===== src/rtl/mips_cpu_bus_core.sv =====
// rtl/mips_cpu_bus_core.sv - multicycle MIPS-I subset CPU on an Avalon-style bus
// FETCH -> EXEC -> (MEM) -> WB; branch targets wait one instruction for the delay slot.
module mips_cpu_bus_core #(
    parameter logic [31:0] RESET_VECTOR = 32'hBFC00000
) (
    input  logic        clk,
    input  logic        rst,
    output logic        active,
    output logic [31:0] register_v0,
    output logic [31:0] address,
    output logic        write,
    output logic        read,
    input  logic        waitrequest,
    output logic [31:0] writedata,
    output logic [3:0]  byteenable,
    input  logic [31:0] readdata
);
    typedef enum logic [2:0] {S_FETCH, S_EXEC, S_MEM, S_WB, S_HALT} state_t;

    state_t            state_q;
    logic [31:0]       pc_q, ir_q, npc_q, target_q, res_q, addr_q, wdata_q;
    logic              pending_q, read_q, write_q, wr_en_q;
    logic [4:0]        wr_addr_q;
    logic [31:0][31:0] gpr_q;

    logic [5:0]  op, funct;
    logic [4:0]  rs, rt, rd, shamt;
    logic [15:0] imm;
    logic [31:0] rs_val, rt_val, imm_s, imm_z, pc4, ea;
    logic [31:0] alu_d, btarget_d;
    logic [4:0]  wr_addr_d;
    logic        wr_en_d, taken_d, is_lw, is_sw;

    assign op     = ir_q[31:26];
    assign rs     = ir_q[25:21];
    assign rt     = ir_q[20:16];
    assign rd     = ir_q[15:11];
    assign shamt  = ir_q[10:6];
    assign funct  = ir_q[5:0];
    assign imm    = ir_q[15:0];
    assign rs_val = gpr_q[rs];
    assign rt_val = gpr_q[rt];
    assign imm_s  = {{16{imm[15]}}, imm};
    assign imm_z  = {16'h0000, imm};
    assign pc4    = pc_q + 32'd4;
    assign ea     = rs_val + imm_s;

    always_comb begin
        alu_d     = 32'h0;
        btarget_d = 32'h0;
        wr_addr_d = rd;
        wr_en_d   = 1'b0;
        taken_d   = 1'b0;
        is_lw     = 1'b0;
        is_sw     = 1'b0;
        case (op)
            6'h00: begin
                wr_en_d = 1'b1;
                case (funct)
                    6'h00: alu_d = rt_val << shamt;
                    6'h02: alu_d = rt_val >> shamt;
                    6'h03: alu_d = $signed(rt_val) >>> shamt;
                    6'h04: alu_d = rt_val << rs_val[4:0];
                    6'h06: alu_d = rt_val >> rs_val[4:0];
                    6'h07: alu_d = $signed(rt_val) >>> rs_val[4:0];
                    6'h08: begin wr_en_d = 1'b0; taken_d = 1'b1; btarget_d = rs_val; end
                    6'h09: begin alu_d = pc_q + 32'd8; taken_d = 1'b1; btarget_d = rs_val; end
                    6'h21: alu_d = rs_val + rt_val;
                    6'h23: alu_d = rs_val - rt_val;
                    6'h24: alu_d = rs_val & rt_val;
                    6'h25: alu_d = rs_val | rt_val;
                    6'h26: alu_d = rs_val ^ rt_val;
                    6'h2A: alu_d = {31'b0, $signed(rs_val) < $signed(rt_val)};
                    6'h2B: alu_d = {31'b0, rs_val < rt_val};
                    default: wr_en_d = 1'b0;
                endcase
            end
            6'h02: begin taken_d = 1'b1; btarget_d = {pc4[31:28], ir_q[25:0], 2'b00}; end
            6'h03: begin
                taken_d = 1'b1; btarget_d = {pc4[31:28], ir_q[25:0], 2'b00};
                wr_en_d = 1'b1; wr_addr_d = 5'd31; alu_d = pc_q + 32'd8;
            end
            6'h04: begin taken_d = (rs_val == rt_val); btarget_d = pc4 + (imm_s << 2); end
            6'h05: begin taken_d = (rs_val != rt_val); btarget_d = pc4 + (imm_s << 2); end
            6'h09: begin wr_en_d = 1'b1; wr_addr_d = rt; alu_d = rs_val + imm_s; end
            6'h0A: begin wr_en_d = 1'b1; wr_addr_d = rt; alu_d = {31'b0, $signed(rs_val) < $signed(imm_s)}; end
            6'h0B: begin wr_en_d = 1'b1; wr_addr_d = rt; alu_d = {31'b0, rs_val < imm_s}; end
            6'h0C: begin wr_en_d = 1'b1; wr_addr_d = rt; alu_d = rs_val & imm_z; end
            6'h0D: begin wr_en_d = 1'b1; wr_addr_d = rt; alu_d = rs_val | imm_z; end
            6'h0E: begin wr_en_d = 1'b1; wr_addr_d = rt; alu_d = rs_val ^ imm_z; end
            6'h0F: begin wr_en_d = 1'b1; wr_addr_d = rt; alu_d = {imm, 16'h0000}; end
            6'h23: begin wr_en_d = 1'b1; wr_addr_d = rt; is_lw = 1'b1; end
            6'h2B: is_sw = 1'b1;
            default: ;
        endcase
    end

    always_ff @(posedge clk or posedge rst) begin
        if (rst) begin
            state_q   <= S_FETCH;
            pc_q      <= RESET_VECTOR;
            addr_q    <= RESET_VECTOR;
            ir_q      <= 32'h0;
            npc_q     <= 32'h0;
            target_q  <= 32'h0;
            res_q     <= 32'h0;
            wdata_q   <= 32'h0;
            pending_q <= 1'b0;
            read_q    <= 1'b0;
            write_q   <= 1'b0;
            wr_en_q   <= 1'b0;
            wr_addr_q <= 5'd0;
            gpr_q     <= '0;
        end else begin
            case (state_q)
                S_FETCH: begin
                    if (!read_q) begin
                        read_q <= 1'b1;
                    end else if (!waitrequest) begin
                        ir_q    <= readdata;
                        read_q  <= 1'b0;
                        state_q <= S_EXEC;
                    end
                end
                S_EXEC: begin
                    res_q     <= alu_d;
                    wr_en_q   <= wr_en_d;
                    wr_addr_q <= wr_addr_d;
                    // Redirect from an earlier branch lands now; this one waits for its delay slot.
                    npc_q     <= pending_q ? target_q : pc4;
                    pending_q <= taken_d;
                    target_q  <= btarget_d;
                    if (is_lw || is_sw) begin
                        addr_q  <= ea;
                        read_q  <= is_lw;
                        write_q <= is_sw;
                        wdata_q <= rt_val;
                        state_q <= S_MEM;
                    end else begin
                        state_q <= S_WB;
                    end
                end
                S_MEM: begin
                    if (!waitrequest) begin
                        if (read_q) res_q <= readdata;
                        read_q  <= 1'b0;
                        write_q <= 1'b0;
                        state_q <= S_WB;
                    end
                end
                S_WB: begin
                    if (wr_en_q && wr_addr_q != 5'd0) gpr_q[wr_addr_q] <= res_q;
                    pc_q   <= npc_q;
                    addr_q <= npc_q;
                    if (npc_q == 32'h0) begin
                        state_q <= S_HALT;
                    end else begin
                        read_q  <= 1'b1;
                        state_q <= S_FETCH;
                    end
                end
                S_HALT: ;
                default: state_q <= S_HALT;
            endcase
        end
    end

    assign active      = (state_q != S_HALT);
    assign register_v0 = gpr_q[2];
    assign address     = addr_q;
    assign read        = read_q;
    assign write       = write_q;
    assign writedata   = wdata_q;
    assign byteenable  = 4'b1111;
endmodule


===== config.mk =====
export PLATFORM = sky130hd
export DESIGN_NAME = mips_cpu_bus_core
export DESIGN_NICKNAME = d
export VERILOG_FILES = /design/src/rtl/mips_cpu_bus_core.sv
export SDC_FILE = /design/constraint.sdc
export NUM_CORES = 2
export LEC_CHECK = 0
export ABC_AREA = 1
export CORE_UTILIZATION = 30
export DETAILED_ROUTE_END_ITERATION = 16
export PLACE_DENSITY = 0.53
export SLEW_MARGIN = 30
export SYNTH_ARGS = -nofsm -noshare
export SYNTH_HDL_FRONTEND = slang
export SYNTH_SLANG_ARGS = --single-unit

===== constraint.sdc =====
create_clock -name clk -period 54.7 [get_ports clk]
set_input_delay 5.47 -clock clk [delete_from_list [all_inputs] [get_ports clk]]
set_output_delay 5.47 -clock clk [all_outputs]
set_load 0.01 [all_outputs]

## After elaboration in Yosys (flattened, before gate mapping)

Cells that the tools add are included.

| operators by class | value |
|---|---|
| shift-type cells | 6 |
| add/sub/neg operators | 6 |
| bitwise gates (word level) | 8 |
| order comparisons | 8 |
| divide/modulo/power cells | 0 |
| multiplexer cells | 38 |
| reductions and logical operators | 25 |
| multiply operators | 0 |
| equality and inequality tests | 40 |

Operators by type and width:

| kind | number |
|---|---|
| 1024-bit bitwise mux | 1 |
| 32-bit case mux with 14 select lines | 1 |
| 32-bit binary-select mux with 5-bit select | 2 |
| 32-bit case mux with 9 select lines | 1 |
| 32-bit 2-to-1 mux | 8 |
| 32-bit demux with 5-bit select | 1 |
| 32-bit case mux with 2 select lines | 2 |
| 32-bit adder | 3 |
| 32-bit < comparator | 3 |
| 32-bit case mux with 3 select lines | 1 |
| 32-bit by 5-bit << shifter with 32-bit output | 2 |
| 32-bit by 5-bit right shift with 32-bit output | 2 |
| 32-bit by 5-bit >>> shifter with 32-bit output | 2 |
| 6-bit by 4-bit equality test with 1-bit output (second input constant) | 9 |
| 6-bit equality test (second input constant) | 9 |
| 32-bit by 3-bit adder with 32-bit output (second input constant) | 1 |
| 32-bit by 4-bit adder with 32-bit output (second input constant) | 1 |
| 32-bit by 16-bit AND with 32-bit output | 1 |
| 32-bit AND | 1 |
| 32-bit equality test | 1 |
| 32-bit zero test | 1 |
| 32-bit by 16-bit < comparator with 1-bit output | 1 |
| 32-bit inequality test | 1 |
| 32-bit by 16-bit bitwise OR with 32-bit output | 1 |
| 34 further kinds | 75 |

| word-level totals | value |
|---|---|
| ROM bits | 0 |
| register bits after elaboration | 1260 |
| bits in latches | 0 |
| bits in writable memories | 0 |
| memories | 0 |

## Longest topological paths before layout

| logic depth | value |
|---|---|
| depth in word-level cells | 6 |
| mapped depth | 36 |
| depth with buffers taken out | 34 |

## Worst setup path after synthesis

No wires, ideal clock.

| timing | value |
|---|---|
| kind | in2reg |
| from | input waitrequest |
| to | register res_q[0] |
| path buffers | 1 |
| setup slack | 48.294 ns |
| arrival | 6.329 ns |
| stages on the path | 8 |
| cells stage by stage | nor2_1 > inv_1 > nand2_1 > nand2_1 > inv_1 > clkbuf_1 > nor2_1 > a21oi_1 |

| between the ends | value |
|---|---|
| cells in the longest elaborated chain, start to end | 2 |

Ends and longest elaborated chain:

| item | RTL line | source |
|---|---|---|
| start: declaration | 13 | `input logic waitrequest,` |
| 2-bit inequality test (no source line) | n/a |  |
| 3-bit AND reduction (no source line) | n/a |  |
| end signal: assignment | 126 | `res_q <= alu_d;` |
| end signal: assignment | 145 | `if (read_q) res_q <= readdata;` |
| end: declaration | 21 | `logic [31:0] pc_q, ir_q, npc_q, target_q, res_q, addr_q, wdata_q;` |

No other way between the ends.
A chain may end at the register's enable or synchronous reset.

==> out/qor.log <==
INFO  status         outcome=complete, no violations
INFO  clocking       post-cts-setup-buffers=0
INFO  global_route   grt_antenna_before_repair=20
INFO  floorplanning  die_y=527µm
INFO  setup_path     worstSetupStartpointType=input pin
INFO  placed_design  dp_cells=15,000
INFO  synth          synth_top_family_by_area=simple AND/OR/NAND/NOR gates
INFO  routing        avgRoutedWirePerCell=26.5µm
INFO  cells_and_area final_common_cell=nand2_1
INFO  power_and_ir_drop power_report.internal_total=0.00265W
INFO  timing         hold_viol_final=0
INFO  setup_path     setup.reg_to_reg.worst_slack=45,710ps
INFO  power_and_ir_drop power.leakage=40.6nW
INFO  power_and_ir_drop power_frac_comb=64.0%
INFO  floorplanning  floorplan.die.width=527µm
INFO  cells_and_area mostFrequentLayoutCells=3,604 x nand2_1, 1,791 x o21ai_0, 1,564 x nand3_1
INFO  routing        first_iter_violations=11,400
INFO  placed_design  postPlaceCellArea=86,200µm²
INFO  clocking       postCtsResizedCells=0
INFO  clocking       hold_buffers_post_cts=0
INFO  synth          synth_top_area_share=37.6%
INFO  power_and_ir_drop max-vdd-ir-drop=0.0472mV
INFO  routing        postRouteAntennaNets=0
INFO  synth          yosysWarningCount=0
INFO  cells_and_area final_net_count=11,800
INFO  timing         fin_crit=9540ps
INFO  clocking       cts_tree=yes
INFO  setup_path     cp_cell_sequence=clkdlybuf4s50_1 -> inv_8 -> buf_12 -> buf_4 -> buf_4 -> buf_12 -> buf_4
INFO  setup_path     endpoint_kind=async pin
INFO  timing         finalSetupTns=0ps
INFO  setup_path     timing.setup.critical_path_class=in2async
INFO  placed_design  preCtsSetupSlack=44,100ps
INFO  timing         fin_worst_skew=58.2ps
INFO  global_route   grtUsageTotal=28.3%
INFO  synth          yosysUniqueCellTypes=63
INFO  global_route   wire_length_of_the_first_global_routing_pass=585,000µm
INFO  routing        drc=0
INFO  setup_path     endpoint_required_time_on_the_critical_path=55,590ps
INFO  synth          synthArstFlopShare=100%
INFO  placed_design  gp_congestion=1.04
INFO  timing         report.final.setup_viol=0
INFO  cells_and_area multiInputGateArea=45,300µm²
INFO  cells_and_area layout.area.seq=31,600µm²
INFO  timing         slew_headroom=25.2%
INFO  floorplanning  floorplan.initialDensity=30.2%
INFO  timing         max_freq=105MHz
INFO  cells_and_area final_cell_count_no_fill=15,300
INFO  clocking       clock_tree.buffer_depth=4
INFO  synth          yosys_most_used_dff=dfrtp_1
INFO  routing        vias=86,900
INFO  synth          number_of_storage_elements_in_the_synthesis_netlist=1,260
INFO  synth          seq_area_frac_synth=38.1%
INFO  power_and_ir_drop pwr-share-seq=18.6%
INFO  setup_path     cp_delay_by_family_top=buffers and inverters
INFO  clocking       numClockSinks=1,260
INFO  synth          synth_area_per_cell=6.84µm²
INFO  synth          post_synth_xor_area_fraction=0.878%
INFO  timing         fin_crit_sh=17.4%
INFO  synth          synthSimpleGateAreaFrac=31.1%
INFO  synth          synth-compound-area-share=18.6%
INFO  setup_path     timing.critical_path.arrival=10,430ps
INFO  worst_hold_path holdCritPathClass=reg2reg
INFO  power_and_ir_drop power_switching=0.00366W
INFO  cells_and_area post_route_cells_drive_above_1_share=5.23%
INFO  power_and_ir_drop netSwitchingFraction=58.0%
INFO  timing         layout_setup_ws=45,160ps
INFO  cells_and_area final_core_util=33.5%
INFO  floorplanning  placementRows=192
INFO  cells_and_area finish.instance_area=91,600µm²
INFO  timing         worst_slew_pin_slew=1120ps
INFO  power_and_ir_drop power_density=68.9nW/µm²
INFO  routing        drt_first_pass_iters=8
INFO  global_route   grt_pass1_vias=79,400
INFO  setup_path     cp_slowest_stage_delay=750ps
INFO  placed_design  detailedPlacementHpwl=262,000µm
INFO  floorplanning  ioPinCount=138
INFO  floorplanning  core_area=274,000µm²
INFO  power_and_ir_drop clock_power_share=17.3%
INFO  routing        totalWireLength=405,000µm
INFO  setup_path     crit_fanout=157
INFO  clocking       cts.htree.levels=4
INFO  clocking       clock_pin_slew_on_the_worst_setup_and_hold_paths=60ps
INFO  cells_and_area count_of_filler_cells_inserted_in_the_layout=29,800
INFO  timing         grt_setup_unrepaired=no
INFO  clocking       clk-insertion-delay-late=880ps
INFO  synth          synth.largest_area_cell=dfrtp_1
INFO  synth          post_synth_instance_area=82,800µm²
INFO  synth          cell_types_occupying_the_most_area_after_synthesis=dfrtp_1 38%, nand2_1 17%, o21ai_0 11%, nand3_1 9.5%, nor2_1 3.9%
INFO  synth          post_synth_inst_count=12,100
INFO  setup_path     critical-path-top-cell-by-count=buf_4
INFO  floorplanning  design.die.area=278,000µm²
INFO  timing         slew_viol_final=0
INFO  routing        post_drt_via_cell_ratio=5.68
INFO  clocking       cts_made_buffers=159
INFO  cells_and_area areaGrowthSynthToFinish=10.7%
INFO  setup_path     slowest_cp_cell=buf_4
INFO  global_route   grt_max_degree=168
INFO  synth          synth.mux.area_fraction=0.0272%
INFO  synth          synth_enable_flop_cells=0
INFO  setup_path     worstPathBufferInverterCount=7
INFO  flow_run       max_cap_violations=0
INFO  synth          synth_fa_ha_area_share=3.51%
INFO  placed_design  port_buffer_count=133
INFO  clocking       clockRootBuffer=clkbuf_16
INFO  global_route   grt-ovfl-total=0
-- worst register-to-register path: stages (launching register included) --
cell,delay (ps)
dfrtp_4,940
buf_4,840
buf_12,600
buf_4,840
nand2_1,130
nand3_1,100
nand3_1,90
nand2_1,110
nand2_1,70
nand2_1,100
nand2_1,50
nand2_1,430
inv_1,450
ha_1,500
o21ai_0,880
inv_1,160
a21oi_1,300
o21ai_0,330
nand2_1,150
nand2_1,90
o21ai_0,300
o2111ai_1,370
nor2_1,220
o21ai_0,100
nor2_1,390
o21bai_1,110
nand2_1,110
a21oi_1,90
-- cells by family (layout without fill, tap and decap cells) --
logic type	Yosys count	after routing
multiplexers	2	2
other	1	19
AND/OR/NAND/NOR	6222	6222
adder cells (fa/ha/maj)	230	230
XOR/XNOR	83	83
AO/OA/AOI/OAI	2777	2777
flip-flops	1260	1260
buffers and inverters	1516	1121
-- flip-flops by register name (all words and copies together), names as in the netlist --
name and flops:
ir_q 32, wr_en_q 1, target_q 32, pending_q 1
npc_q 32, read 1, gpr_q 992, writedata 32
state_q 3, register_v0 32, wr_addr_q 5, res_q 32
address 32, pc_q 32, write 1
-- final timing paths --
check / from / to / depth (start not counted)
min in group asynchronous: rst / register_v0[20] / 2
max: rst / pc_q[15] / 7
min: gpr_q[6] / gpr_q[6] / 0
max reg2reg: ir_q[16] / res_q[13] / 27
max in group clk: ir_q[16] / res_q[13] / 27
min reg2reg: gpr_q[6] / gpr_q[6] / 0
-- through the flow --
stage,total power (W),hold WS [ps]
6_report,0.00631,399
3_3_place_gp,0.00510,388
4_1_cts,0.00618,404
2_1_floorplan,0.00351,444
5_1_grt,0.00661,410
3_5_place_dp,0.00507,390
-- power by group through the flow --
stage               registers, W  clock network [W]  logic, W
global placement         0.00119                  0   0.00391
global route             0.00118            0.00115   0.00428
floorplan                0.00110                  0   0.00240
detailed placement       0.00119                  0   0.00389
finish                   0.00118            0.00110   0.00404
CTS                      0.00117            0.00111   0.00390
-- synth_stat cells, types with 6 or more instances --
master and n:
nand2_2 20, buf_4 82, clkinv_1 8, o21ai_2 9, o221ai_1 200, o21ai_1 62
o31ai_1 6, a21boi_0 6, a211oi_1 15, o21bai_1 17, dfrtp_1 1242, nor3_1 51
nand2_1 3638, buf_1 49, o21a_1 13, dfstp_2 18, or2_2 6, o22ai_1 109
inv_2 33, nor4_1 14, nand4_1 45, a221oi_1 18, a21oi_1 404, o211ai_1 64
nand3_1 1565, clkbuf_1 602, o21ai_0 1791, a31oi_1 23, a21o_1 11, inv_1 495
buf_6 18, buf_2 228, ha_1 226, nand3_2 6, xor2_1 80, nor2_1 853
o2111ai_1 8
-- area by class of cell --
class | count | share of cell area [%]
multi-input cells | 9318 | 49.4
inverters | 536 | 2.26
well taps | 3589 | 4.90
repair buffers | 309 | 3.12
clock inverters | 37 | 0.623
diodes | 15 | 0.0410
clock buffers | 239 | 5.15
flip-flops and latches | 1260 | 34.5
-- per-layer routing --
layer  part of all wire (%)  vias to the layer above  global-route usage (%)
met1                     43                    42300                    39.6
met2                     43                     4376                    42.0
met3                    8.9                      752                    5.01
met4                    5.3                        8                    13.1
li1                       -                    39500                       -
met5                  0.013                        -                       0
(Power assumes the default switching activity.)
